$ cat config.mk
export PLATFORM = sky130hd
export DESIGN_NAME = reg_file
export DESIGN_NICKNAME = d
export VERILOG_FILES = /design/src/rtl/reg_file.sv
export SDC_FILE = /design/constraint.sdc
export NUM_CORES = 2
export LEC_CHECK = 0
export CAP_MARGIN = 20
export CORE_UTILIZATION = 35
export DETAILED_ROUTE_END_ITERATION = 16
export GPL_TIMING_DRIVEN = 0
export PLACE_DENSITY = 0.56
export SETUP_SLACK_MARGIN = 0.05
export SYNTH_ARGS = -nofsm -noshare
export SYNTH_HDL_FRONTEND = slang
export SYNTH_SLANG_ARGS = --single-unit
$ cat constraint.sdc
create_clock -name clk -period 6.3 [get_ports clk]
set_input_delay 0.945 -clock clk [delete_from_list [all_inputs] [get_ports clk]]
set_output_delay 0.945 -clock clk [all_outputs]
set_load 0.02 [all_outputs]
$ cat src/rtl/reg_file.sv
// 32-entry MIPS register file: two combinational read ports with optional write-through, one edge-triggered write port.
// Reads are zero latency, writes land on the rising edge; no backpressure, a write is accepted every enabled cycle.
module reg_file #(
   parameter int                DATA_W  = 32,
   parameter int                ADDR_W  = 5,
   parameter int                BYPASS  = 1,
   parameter logic [DATA_W-1:0] SP_INIT = 32'h7FFF_EFFC,
   parameter logic [DATA_W-1:0] GP_INIT = 32'h1000_8000
) (
   input  logic              clk,
   input  logic              rst_n,
   input  logic [ADDR_W-1:0] rd_addr1,
   input  logic [ADDR_W-1:0] rd_addr2,
   output logic [DATA_W-1:0] rd_data1,
   output logic [DATA_W-1:0] rd_data2,
   input  logic              wr_en,
   input  logic [ADDR_W-1:0] wr_addr,
   input  logic [DATA_W-1:0] wr_data,
   input  logic [ADDR_W-1:0] dbg_addr,
   output logic [DATA_W-1:0] dbg_data
);

   localparam int N_REGS = 2 ** ADDR_W;

   logic [DATA_W-1:0] regs [N_REGS];
   logic              wr_live;

   function automatic logic [DATA_W-1:0] rst_val(input int idx);
      if (idx == 29)      return SP_INIT;
      else if (idx == 28) return GP_INIT;
      else                return '0;
   endfunction

   // Index 0 is never written, so it holds its reset value of zero.
   always_ff @(posedge clk or negedge rst_n) begin
      if (!rst_n) begin
         for (int i = 0; i < N_REGS; i++) regs[i] <= rst_val(i);
      end else if (wr_en && (wr_addr != '0)) begin
         regs[wr_addr] <= wr_data;
      end
   end

   // Forwarding is suppressed during reset so reads show the reset contents.
   assign wr_live = (BYPASS != 0) && rst_n && wr_en && (wr_addr != '0);

   always_comb begin
      rd_data1 = (rd_addr1 == '0) ? '0 : regs[rd_addr1];
      rd_data2 = (rd_addr2 == '0) ? '0 : regs[rd_addr2];
      if (wr_live && (wr_addr == rd_addr1)) rd_data1 = wr_data;
      if (wr_live && (wr_addr == rd_addr2)) rd_data2 = wr_data;
   end

   assign dbg_data = (dbg_addr == '0) ? '0 : regs[dbg_addr];

endmodule

==> metrics.md <==
| Metric | Value |
|---|---|
| Share of cells above drive strength 1 | 0.445 |
| Worst clock skew | 0 ns |
| Grt met2 use | 0.465 |
| Crit path to | rd_data2[18] |
| Avg WL per Cell | 42.1 um |
| Pwr dens | 313 nW/um^2 |
| Core Region | 181000 sq um |
| Worst setup path category | input port to output pin |
| H-tree levels | 3 |
| Worst Path Arrival | 5.47 ns |
| Minimum clock period | 6.42 ns |
| Final WL | 301000 um |
| I/O Pins | 151 |
| Comb power frac | 0.275 |
| Clock share of power | 0.320 |
| Initial DRC count | 6714 |
| Syn Nets | 4428 |
| Worst ir drop on vdd | 0.000233 V |
| Initial Utilization | 0.353 |
| DRC viols | 0 |
| Site Rows | 156 |
| Overflow after GRT | 0 |
| Mapped Area | 63800 sq um |
| First-pass GRT wire length | 406000 um |
| Die outline width | 429 um |
| DP Worst Slack | -0.620 ns |
| Busiest metal layer after global routing | met2 |
| Hold Vio Cnt, Final | 0 |
| Worst-path cell chain | clkdlybuf4s50_1 > buf_2 > buf_2 > nor2_1 > clkbuf_1 > a21oi_1 > nand3_1 > nand3_1 > a32o_1 > clkdlybuf4s50_1 |
| Actual slew at the worst max-slew pin | 1.24 ns |
| Post-CTS Setup Repair Bufs | 0 |
| Slew Limit Fails | 0 |
| Critical Path End Type | output pin |
| Max Cap Viol | 0 |
| Port buffer count | 142 |
| Worst-Skew Late Latency | 0.78 ns |
| Fin crit share | 1.02 |
| Max Fclk | 156 MHz |
| Top Registers | regs x1024 |
| Area Growth Syn to Fin | 14.5% |
| Synth area leaders | dfrtp_1, mux4_2, mux2_2 |
| Main synth FF type | dfrtp_1 |
| Max FFs per register | 1024 |
| Tot GR Track Use | 0.322 |
| Worst r2r src | regs[521] |
| Post-synth ARST share | 1.00 |
| Biggest register | regs |
| Initial antenna violation count | 10 |
| Clock Root Buffer | clkbuf_16 |
| Via density | 6.65 |
| Synth Instances | 4373 |
| GRT met1 Usage | 0.412 |
| Slew headroom | 0.172 |
| Top cell type's share of synthesized area | 0.390 |
| Sw Share | 0.329 |
| Clk sinks | 1024 |
| EDFF count, synth | 0 |
| Cts bufs inserted | 116 |
| Vias in the first global route | 46097 |
| Routed via count | 47588 |
| Syn. warnings | 0 |
| Status | finished with violations |
| M3 GR Usage | 0.0902 |
| RSZ-0062 raised after global routing | true |
| Worst reg2reg endpoint | regs[521] |
| Worst-path clk slew | 0.06 ns |
| Drt pass-1 iters | 7 |
| CP startpoint kind | input port |
| Sequential fraction of the synthesis area | 0.402 |
| Data required time at the worst endpoint | 5.35 ns |
| Syn Area/Cell | 14.6 sq um |
| Reg2Reg Depth | 1 |
| Hold WC Path Type | input port to asynchronous set/reset pin |
| Pint | 15400 uW |
| CTS tree | built |
| Failing checks | negative setup slack |
| Final worst slack | -0.117 ns |
| Critical path's slowest cell | clkbuf_1 |
| Antenna Nets Post-Route | 0 |
| Chip height | 429 um |
| Leak pwr | 0.0304 uW |
| CTS Buffer Depth | 3 |
| CP max stage delay | 0.87 ns |
| Largest net degree at the start of global routing | 165 |
| Peak fanout along the critical path | 10 |
| Die Footprint | 184000 sq um |
| Placed cells | 6926 |
| Final non-filler cell total | 7157 |
| Hold_ws | 0.110 ns |
| DP Wirelength | 228000 um |
| Final #Nets | 4732 |
| Synth cell types | 66 |
| Reg power frac | 0.405 |
| Gpl congestion | 1.06 |
| Cts hold-fix bufs | 0 |
| #FFs+latches synth | 1024 |
| Leading area contributor after synthesis | dfrtp_1 |
| Beginning of the critical path | rd_addr2[1] |
| Final setup fails | 12 |
| Sw power | 7530 uW |
| Setup slack, reg-to-reg | 5.43 ns |
layer usage:
| metal | routed length [um] | share of wire | vias to the layer above |
|---|---|---|---|
| met4 | 25900 | 0.086 | 6 |
| li1 | - | - | 17986 |
| met5 | 40 | 0.00013 | - |
| met2 | 130000 | 0.43 | 3544 |
| met1 | 113000 | 0.37 | 25219 |
| met3 | 32900 | 0.11 | 833 |
per-stage QoR:
step                TNS [ns]  area (sq um)  utilization  power [uW]
floorplan                  0         63800            -       12800
global route               0         73100        0.404       23500
detailed placement    -14.75         68900        0.381       15300
CTS                        0         73000        0.404       22700
global placement           -         68200        0.377       15200
finish                -0.559         73100        0.404       22900
how the worst min path moves through the flow:
| stage | end | slack [ns] | cells after the start |
|---|---|---|---|
| global route | regs[590] | 0.14 | 1 |
| floorplan | regs[1000] | 0.46 | 1 |
| global placement | regs[1021] | 0.48 | 1 |
| detailed placement | regs[1001] | 0.49 | 1 |
| finish | regs[590] | 0.11 | 1 |
| CTS | regs[789] | 0.24 | 1 |
placed cells by master (no fill, tap or decap), types with 19 or more instances in the layout:
cell type / instances
a22o_1: 19
clkbuf_16: 120
inv_1: 33
o22ai_1: 72
a211oi_1: 30
mux2_2: 949
mux4_1: 27
nand3_1: 66
a21oi_1: 53
a32o_1: 27
dfstp_2: 30
mux2_1: 100
clkbuf_8: 45
nand2_1: 138
buf_1: 58
dfrtp_1: 994
buf_2: 128
nand4_1: 26
clkbuf_1: 265
mux4_2: 665
nor2_1: 23
buf_4: 41
clkinv_2: 27
mux2i_1: 316
clkdlybuf4s50_1: 141
a22oi_1: 58
buf_8: 32
o21ai_1: 35
cell type report:
class	count	area [sq um]
diodes	9	22.5
plain buffers	527	2780
clock buffers	169	3400
clock inverters	50	621
fillers	16674	108000
inverters	33	124
multi-input cells	2788	35300
flip-flops and latches	1024	25700
well taps	2370	2970
repair buffers	187	2210
timing repair:
| action | 4_1_cts | 5_1_grt |
|---|---|---|
| cloned | 1 | 1 |
| resized for setup | 19 | 1 |
| endpoints found under the setup margin | 54 | 14 |
synth_stat cells (58+ instances only):
cell,count
a22oi_1,58
buf_1,61
buf_2,129
clkbuf_1,256
dfrtp_1,994
mux2_1,100
mux2_2,949
mux2i_1,316
mux4_2,665
nand2_1,139
nand3_1,66
o22ai_1,74
power groups by stage:
stage	Sequential [uW]	Clock, uW	Combinational, uW
6_report	9260	7320	6300
5_1_grt	9400	7600	6460
4_1_cts	9160	7380	6110
3_5_place_dp	9270	0	6070
3_3_place_gp	9240	0	5950
2_1_floorplan	8720	0	4060
critical path, delay by kind of cell:
family | cells | cell delay (ns)
buffers and inverters | 5 | 2.70
AND/OR/NAND/NOR | 3 | 1.22
AO/OA/AOI/OAI | 2 | 0.56
kinds of logic (layout without fill, tap and decap cells):
kind of cell | Yosys count | after routing | share of synthesized area
compound gates | 427 | 427 | 0.0497
xor+xnor | 10 | 10 | 0.00137
buf+inv | 561 | 966 | 0.0449
flops | 1024 | 1024 | 0.402
mux | 2057 | 2057 | 0.480
other cells | 0 | 9 | 0
simple gates | 294 | 294 | 0.0217
No activity file was read; power rests on OpenSTA's default activity.
